File: src/rtl/nv_nvdla_cdma_wt_rsp_track.sv
// CDMA weight-response tracker: pops request descriptors, accepts the matching DMA
// beats and writes them into the circular CBUF weight region.
//
// state | meaning
// IDLE  | waiting for a descriptor; layer_start (or pending one) applied here
// RECV  | accepting beats for the current descriptor, beat_cnt beats left minus one
module nv_nvdla_cdma_wt_rsp_track #(
   parameter int DW = 512,
   parameter int AW = 12
) (
   input  logic          nvdla_core_clk,
   input  logic          nvdla_core_rstn,
   input  logic          fifo_rd_req,
   output logic          fifo_rd_ready,
   input  logic [5:0]    fifo_rd_data,
   input  logic          dma_rsp_valid,
   output logic          dma_rsp_ready,
   input  logic [DW-1:0] dma_rsp_data,
   input  logic          layer_start,
   input  logic [AW-1:0] cfg_base,
   input  logic [AW-1:0] cfg_depth,
   output logic          cbuf_wr_en,
   output logic [AW-1:0] cbuf_wr_addr,
   output logic [DW-1:0] cbuf_wr_data,
   output logic          kernel_done,
   output logic [15:0]   wt_entry_cnt,
   output logic          busy
);

   typedef enum logic {IDLE = 1'b0, RECV = 1'b1} state_t;

   state_t        r_state;
   logic [4:0]    r_beat_cnt;
   logic          r_last_k;
   logic          r_wr_en;
   logic [AW-1:0] r_wr_addr;
   logic [DW-1:0] r_wr_data;
   logic          r_kernel_done;

   logic [AW-1:0] r_base;
   logic [AW-1:0] r_depth;
   logic [AW-1:0] r_offset;
   logic          r_pending;
   logic [15:0]   r_entry_cnt;

   logic          w_accept;
   logic          w_final;
   logic          w_pop;
   logic          w_apply;
   logic [AW-1:0] w_offset_nxt;

   assign w_accept = (r_state == RECV) & dma_rsp_valid;
   assign w_final  = w_accept & (r_beat_cnt == 5'd0);
   assign w_pop    = fifo_rd_req & ((r_state == IDLE) | w_final);
   assign w_apply  = (r_state == IDLE) & (layer_start | r_pending);

   // depth 0 makes depth-1 all ones, so the compare and the natural wrap agree at 2^AW
   assign w_offset_nxt = (r_offset == r_depth - AW'(1)) ? '0 : r_offset + AW'(1);

   always_ff @(posedge nvdla_core_clk or negedge nvdla_core_rstn) begin
      if (!nvdla_core_rstn) begin
         r_state       <= IDLE;
         r_beat_cnt    <= '0;
         r_last_k      <= 1'b0;
         r_wr_en       <= 1'b0;
         r_wr_addr     <= '0;
         r_wr_data     <= '0;
         r_kernel_done <= 1'b0;
      end else begin
         r_wr_en       <= w_accept;
         r_kernel_done <= w_final & r_last_k;
         if (w_accept) begin
            r_wr_addr <= r_base + r_offset;
            r_wr_data <= dma_rsp_data;
         end
         case (r_state)
            IDLE: begin
               if (w_pop) begin
                  r_state    <= RECV;
                  r_beat_cnt <= fifo_rd_data[4:0];
                  r_last_k   <= fifo_rd_data[5];
               end
            end
            RECV: begin
               if (w_accept) begin
                  if (r_beat_cnt == 5'd0) begin
                     if (fifo_rd_req) begin
                        r_beat_cnt <= fifo_rd_data[4:0];
                        r_last_k   <= fifo_rd_data[5];
                     end else begin
                        r_state <= IDLE;
                     end
                  end else begin
                     r_beat_cnt <= r_beat_cnt - 5'd1;
                  end
               end
            end
            default: r_state <= IDLE;
         endcase
      end
   end

   always_ff @(posedge nvdla_core_clk or negedge nvdla_core_rstn) begin
      if (!nvdla_core_rstn) begin
         r_base      <= '0;
         r_depth     <= '0;
         r_offset    <= '0;
         r_pending   <= 1'b0;
         r_entry_cnt <= '0;
      end else if (w_apply) begin
         r_base      <= cfg_base;
         r_depth     <= cfg_depth;
         r_offset    <= '0;
         r_pending   <= 1'b0;
         r_entry_cnt <= '0;
      end else begin
         if (w_accept)
            r_offset <= w_offset_nxt;
         if (r_wr_en)
            r_entry_cnt <= r_entry_cnt + 16'd1;
         // only reachable in RECV: an IDLE layer_start is applied instead
         if (layer_start)
            r_pending <= 1'b1;
      end
   end

   assign fifo_rd_ready = w_pop;
   assign dma_rsp_ready = (r_state == RECV);
   assign cbuf_wr_en    = r_wr_en;
   assign cbuf_wr_addr  = r_wr_addr;
   assign cbuf_wr_data  = r_wr_data;
   assign kernel_done   = r_kernel_done;
   assign wt_entry_cnt  = r_entry_cnt;
   assign busy          = (r_state == RECV) | r_pending;

endmodule
File: config.mk
export PLATFORM = sky130hd
export DESIGN_NAME = nv_nvdla_cdma_wt_rsp_track
export DESIGN_NICKNAME = d
export VERILOG_FILES = /design/src/rtl/nv_nvdla_cdma_wt_rsp_track.sv
export SDC_FILE = /design/constraint.sdc
export NUM_CORES = 1
export LEC_CHECK = 0
export ABC_CLOCK_PERIOD_IN_PS = 3300
export CORE_AREA = 2 2 420 422
export CTS_CLUSTER_DIAMETER = 150
export CTS_CLUSTER_SIZE = 14
export DETAILED_ROUTE_END_ITERATION = 8
export DIE_AREA = 0 0 422 424
export GPL_TIMING_DRIVEN = 0
export PLACE_DENSITY_LB_ADDON = 0.1
export REMOVE_ABC_BUFFERS = 1
export SYNTH_ARGS = -nofsm -noshare
export SYNTH_HDL_FRONTEND = slang
export SYNTH_SLANG_ARGS = --single-unit
File: constraint.sdc
create_clock -name nvdla_core_clk -period 3.3 [get_ports nvdla_core_clk]
set_input_delay 0.33 -clock nvdla_core_clk [delete_from_list [all_inputs] [get_ports nvdla_core_clk]]
set_output_delay 0.33 -clock nvdla_core_clk [all_outputs]
set_load 0.01 [all_outputs]
==> metrics.md, run 1 <==
| Metric | Value |
|---|---|
| # IOs | `1092` |
| Leakage dissipation | `17.81 nW` |
| Clock tree from TritonCTS | `yes` |
| Result of the run | `complete, no violations` |
| RePlAce Congestion | `0.7857` |
| Total via count after detailed routing | `20830` |
| Number of enable flip-flop cells after synthesis | `0` |
| Required arrival time at the worst endpoint | `2.97 ns` |
| Crit path from | `r_beat_cnt[0]` |
| Hold crit path type | `in2reg` |
| Clock sinks | `586` |
| Per-cell via count in the routed design | `3.455` |
| Beginning of the worst register-to-register path | `r_depth[0]` |
| Clock insertion delay at the later pin of the skew report | `0.66 ns` |
| Data arrival time of the critical path | `2.70 ns` |
| Longest Clk Path Bufs | `3` |
| Fraction of registers with async set or reset after synthesis | `100.0%` |
| Post-route DRC | `0` |
| RSZ-0062 raised after global routing | `no` |
| # Post-CTS Setup Buffers | `0` |
| Vertical extent of the die | `424 µm` |
| Maximum operating frequency | `330.5 MHz` |
| Number of nets with antenna violations after detailed routing | `0` |
| Startpoint class of the critical path | `flop` |
| Number of buffers added by the clock tree synthesis step | `50` |
| Crit path max-delay cell type | `clkdlybuf4s50_1` |
| Worst vdd ir | `330.5 µV` |
| Largest net degree at the start of global routing | `125` |
| Hold violation total from the final report | `0` |
| Placeable core region | `0.1750 mm²` |
| Final routed wirelength across all metal layers | `125000 µm` |
| Floorplan die area | `0.1789 mm²` |
| Placed Area | `0.03716 mm²` |
| Avg Synthesized Cell Area | `8.814 µm²` |
| Tmin final | `3.026 ns` |
| Number of synthesized register bits | `586` |
| R2R setup slack | `0.31 ns` |
| Wire per inst | `20.73 µm` |
| Critical Path Max Stage Delay | `0.64 ns` |
| Warning count from the yosys run | `0` |
| Max-capacitance violation count | `0` |
| Fraction of layout instances using a drive strength above 1 | `2.777%` |
| Number of antenna violations at the first check in global routing | `54` |
| Worst path buffer plus inverter count | `2` |
| Total congestion overflow after global routing | `0` |
| Area of all placed cells without fillers | `0.03866 mm²` |
| Headroom to the max-slew limit | `48.85%` |
| Sequence of cells on the critical path | `inv_1 -> ha_1 -> nor4b_4 -> a21oi_1 -> nor2b_1 -> clkdlybuf4s50_1` |
| Power consumption | `22.78 mW` |
| Initial core utilization | `13.24%` |
| Post-route clock period utilization | `91.70%` |
| Reg clk slew, reported paths | `0.08 ns` |
| Max-slew violation count | `0` |
| Number of nets in the layout | `4230` |
| Clock Skew | `0.02461 ns` |
| Netlist Area Pre-Place | `0.02317 mm²` |
| Post-Synthesis Cells | `2629` |
| Worst setup path category | `reg2out` |
| Placement row count | `154` |
| Sort of element at the end of the critical path | `output pin` |
| Cell family with most CP delay | `buffers and inverters` |
| Clock Tree Root | `clkbuf_16` |
| Number of failing setup endpoints in the final timing report | `0` |
| Number of library cell types mapped by synthesis | `59` |
| Endpoint of the worst register-to-register path | `r_offset[11]` |
| Layout overhead on the synthesized area | `66.85%` |
| Register-to-Register Path Depth | `9` |
| Die extent in x | `422 µm` |
| Number of global-route vias before repair | `21710` |
| Setup crit end | `fifo_rd_ready` |
| All-Layer GR Usage | `13.50%` |
| Actual slew at the worst max-slew pin | `0.7566 ns` |
| Least setup slack across all paths after layout | `0.2740 ns` |
| Share of synthesized area occupied by flip-flops and latches | `63.29%` |
| Count of buffers from port buffering | `1091` |
| Global-route wire length before repair | `173600 µm` |
| First-pass detailed-route iteration total | `5` |
| Pre-CTS setup slack | `-0.7731 ns` |
| Power density of the placed cells | `589.2 mW/mm²` |
| Stages on the worst setup path | `6` |
| Half-perimeter wire length of the detailed placement result | `94020 µm` |
| Main synth FF type | `dfrtp_1` |
| Count of H-tree levels built during CTS | `2` |
| Violation count after the first detailed-route iteration | `923` |
| CP Max Fanout | `4` |
==> logic make-up (layout without fill, tap and decap cells) <==
family	count (synthesis)	after routing	synth area share, %
compound gates	86	86	2.516
fa+ha+maj	16	16	0.8964
other cells	0	16	0
xor+xnor	36	36	1.361
simple gates	1755	1755	29.39
buf+inv	146	1190	2.371
flops	586	586	63.29
mux	4	4	0.1782
==> state kept, by name, summed over array words and instances (netlist names) <==
name,flops
cbuf_wr_data,512
dma_rsp_ready,1
r_last_k,1
r_beat_cnt,5
wt_entry_cnt,16
cbuf_wr_en,1
r_offset,12
r_depth,12
kernel_done,1
cbuf_wr_addr,12
r_base,12
r_pending,1
==> cells in the final DEF, fill, tap and decap left out, types with 19 or more instances in the layout <==
cell type / count
buf_16: 20
clkdlybuf4s50_1: 1090
dfrtp_1: 585
nand2_1: 1628
nor2_1: 35
xor2_1: 22
nand3_1: 19
o21ai_0: 32
clkbuf_16: 52
==> report_power, final <==
part,switching [mW],internal (mW),total [mW]
sequential,0.976,8.54,9.52
combinational,3.68,3.66,7.34
clock,3.15,2.77,5.93
==> Yosys cell counts, drive strengths merged (2+ instances only) <==
master	number	share of area, %
o21bai	3	0.097
nand2b	5	0.13
o21ai	34	0.73
mux2i	3	0.13
nor2	36	0.58
or3	5	0.16
dfrtp	586	63
or2	5	0.15
a2111oi	4	0.15
o211ai	2	0.065
and3	17	0.48
a31oi	2	0.054
a21o	3	0.097
a211oi	3	0.12
nand3b	2	0.065
xor2	22	0.83
nor3	15	0.32
a21oi	15	0.32
nand4	10	0.27
nand3	19	0.41
a311o	4	0.17
xnor2	14	0.53
or4b	2	0.086
clkbuf	124	2.0
inv	16	0.26
nor4b	2	0.076
o31ai	4	0.13
buf	6	0.10
o32ai	2	0.076
ha	15	0.81
nand2	1629	26
==> metrics by stage <==
step | hold slack [ns] | util [%] | std cells | setup TNS (ns)
after floorplan | 0.03441 | - | 2499 | -
after global placement | 0.4576 | 20.88 | 5930 | -
after detailed placement | 0.3611 | 21.24 | 5952 | -78.89
after CTS | 0.1013 | 22.05 | 6012 | 0
after global routing | 0.1370 | 22.09 | 6024 | 0
final | 0.1866 | 22.10 | 6029 | 0
==> tightest hold or removal path, delay by kind of cell <==
| family | cells | cell delay [ns] |
|---|---|---|
| buffers and inverters | 1 | 0.39 |
| AND/OR/NAND/NOR | 2 | 0.10 |
==> area by class of cell <==
cell class,instances,area [µm²]
Antenna cell,16,40.04
Clock buffer,51,1276
Clock inverter,7,83.83
Fill cell,19450,136300
Inverter,16,76.32
Multi-Input combinational cell,1897,8008
Sequential cell,586,14670
Tap cell,2340,2928
Timing Repair Buffer,1116,11580
==> repair_timing <==
item	CTS	global route
endpoints found under the setup margin	126	6
pin swaps	0	0
endpoints found under the hold margin	63	0
hold buffers	1	0
gates cloned	1	1
gates resized for setup	4	2
==> worst min-delay path by stage <==
| stage | slack [ns] | start | end | cells after the start |
|---|---|---|---|---|
| after detailed placement | 0.36 | nvdla_core_rstn | cbuf_wr_data[104] | 1 |
| after global routing | 0.14 | dma_rsp_data[275] | cbuf_wr_data[275] | 3 |
| after CTS | 0.10 | dma_rsp_data[22] | cbuf_wr_data[22] | 3 |
| after floorplan | 0.03 | nvdla_core_rstn | cbuf_wr_addr[0] | 0 |
| after global placement | 0.46 | cbuf_wr_data[147] | cbuf_wr_data[147] | 2 |
| final | 0.19 | dma_rsp_data[319] | cbuf_wr_data[319] | 3 |
==> routing by layer <==
layer  part of all wire [%]  track usage (%)  vias up
met5                   0.19                0        -
met3                    7.8            4.900      177
met4                    2.6            3.958       38
met1                     38            15.03     9857
li1                       -                -    10170
met2                     51            23.94      591
(Power assumes the default switching activity.)
==> run 2: changes to the inputs <==
Settings changed: HOLD_SLACK_MARGIN set to 0.12, SLEW_MARGIN set to 0.
==> metrics.md, run 2 (synthesis results as in run 1) <==
| Metric | Value |
|---|---|
| Number of global-route vias before repair | `22170` |
| Wire per inst | `20.31 µm` |
| Endpoint of the worst register-to-register path | `cbuf_wr_data[282]` |
| Number of failing setup endpoints in the final timing report | `0` |
| Number of nets with antenna violations after detailed routing | `0` |
| Hold-critical path endpoint | `cbuf_wr_data[237]` |
| Leakage dissipation | `18.26 nW` |
| Placed Area | `0.03716 mm²` |
| Global-route wire length before repair | `174600 µm` |
| Number of nets in the layout | `4340` |
| CP Max Fanout | `106` |
| Half-perimeter wire length of the detailed placement result | `94020 µm` |
| Post-route DRC | `0` |
| Clock Tree Root | `clkbuf_16` |
| Violation count after the first detailed-route iteration | `913` |
| Total via count after detailed routing | `21250` |
| Most common cell after layout, fill and taps aside | `nand2_1` |
| Number of antenna violations at the first check in global routing | `55` |
| Required arrival time at the worst endpoint | `3.84 ns` |
| All-Layer GR Usage | `13.52%` |
| Tmin final | `3.040 ns` |
| Die extent in x | `422 µm` |
| Maximum operating frequency | `328.9 MHz` |
| Hold crit path type | `in2reg` |
| # IOs | `1092` |
| Worst setup path category | `reg2reg` |
| Reg clk slew, reported paths | `0.07 ns` |
| Clock Skew | `0.02458 ns` |
| R2R setup slack | `0.26 ns` |
| Largest net degree at the start of global routing | `125` |
| Per-cell via count in the routed design | `3.460` |
| Clock tree from TritonCTS | `yes` |
| Worst vdd ir | `332.7 µV` |
| Number of placed instances, taps included | `5952` |
| Post-route clock period utilization | `92.13%` |
| Sort of element at the end of the critical path | `flop` |
| Top library cells by usage in the layout, fill and taps aside | `1628 x nand2_1, 1090 x clkdlybuf4s50_1, 585 x dfrtp_1` |
| Floorplan die area | `0.1789 mm²` |
| Initial core utilization | `13.24%` |
| Clock sinks | `586` |
| Headroom to the max-slew limit | `48.85%` |
| Layout overhead on the synthesized area | `71.62%` |
| Hold violation total from the final report | `0` |
| Startpoint class of the critical path | `flop` |
| Max-capacitance violation count | `0` |
| Register-to-Register Path Depth | `8` |
| Cell Count, Final, Fillers Out | `6143` |
| Total congestion overflow after global routing | `0` |
| Hold Crit Start | `dma_rsp_data[237]` |
| Placeable core region | `0.1750 mm²` |
| Result of the run | `complete, no violations` |
| Fraction of layout instances using a drive strength above 1 | `2.670%` |
| Hold depth | `3` |
| Placement row count | `154` |
| Longest Clk Path Bufs | `3` |
| Max-slew violation count | `0` |
| Flip-flop count of the largest register, all copies and words added | `512` |
| RSZ-0062 raised after global routing | `no` |
| Number of buffers added by the clock tree synthesis step | `50` |
| Count of H-tree levels built during CTS | `2` |
| Data arrival time of the critical path | `3.58 ns` |
| RePlAce Congestion | `0.7857` |
| Area of all placed cells without fillers | `0.03977 mm²` |
| Final routed wirelength across all metal layers | `124700 µm` |
| Power density of the placed cells | `575.4 mW/mm²` |
| # Post-CTS Setup Buffers | `0` |
| Vertical extent of the die | `424 µm` |
| Actual slew at the worst max-slew pin | `0.7566 ns` |
| First-pass detailed-route iteration total | `5` |
| Count of buffers from port buffering | `1091` |
| Clock insertion delay at the later pin of the skew report | `0.66 ns` |
| Beginning of the worst register-to-register path | `dma_rsp_ready` |
run 2: stage by stage:
stage                     power, mW  worst slack [ns]  hold slack [ns]  TNS (ns)  utilization, %
final                         22.88            0.2599           0.1973         0           22.73
after global placement        16.18            -66.07           0.4576         -           20.88
after global routing          24.47           0.01036           0.1481         0           22.72
after CTS                     23.61           0.02033           0.1202         0           22.69
after floorplan               12.61            -19.42          0.03441         -               -
after detailed placement      17.16           -0.7731           0.3611    -78.89           21.24
run 2: how the worst max path moves through the flow:
stage,startpoint,end,cells past startpoint
global route,r_beat_cnt[0],fifo_rd_ready,6
finish,dma_rsp_ready,cbuf_wr_data[282],8
detailed placement,dma_rsp_valid,cbuf_wr_data[269],9
floorplan,dma_rsp_ready,r_offset[3],4
CTS,r_beat_cnt[0],fifo_rd_ready,6
global placement,dma_rsp_valid,cbuf_wr_data[269],5
run 2: area by class of cell:
cell class	count	area [µm²]
fillers	19410	135200
well taps	2340	2928
flip-flops and latches	586	14670
multi-input cells	1897	8008
repair buffers	1226	12670
inverters	16	86.33
clock buffers	51	1276
clock inverters	7	83.83
diodes	20	50.05
run 2: timing repair:
action | in CTS | in global routing
hold buffers | 112 | 0
pin swaps | 0 | 0
endpoints found under the hold margin | 194 | 0
endpoints found under the setup margin | 126 | 7
resized for setup | 4 | 3
gates cloned | 1 | 0
run 2: report_power, final:
group | internal [mW] | total (mW) | switching, mW | leakage [nW]
clock | 2.77 | 5.92 | 3.15 | 0.667
combinational | 3.74 | 7.44 | 3.70 | 10.4
sequential | 8.54 | 9.52 | 0.975 | 7.17
run 2: routing by layer:
layer	vias up	global-route usage [%]	part of all wire (%)
met5	-	0	0.19
met4	36	4.232	2.7
met3	172	4.620	7.3
met2	576	23.88	51
met1	10080	15.21	39
li1	10390	-	-
run 2: worst max-delay path, stage by stage, from the launching register on:
cell       delay (ns)
dfrtp_2          0.52
nand2_8          0.28
buf_16           0.30
buf_16           0.28
clkinv_16        0.23
buf_16           0.29
buf_16           0.22
nand2_1          0.34
nand2_1          0.08
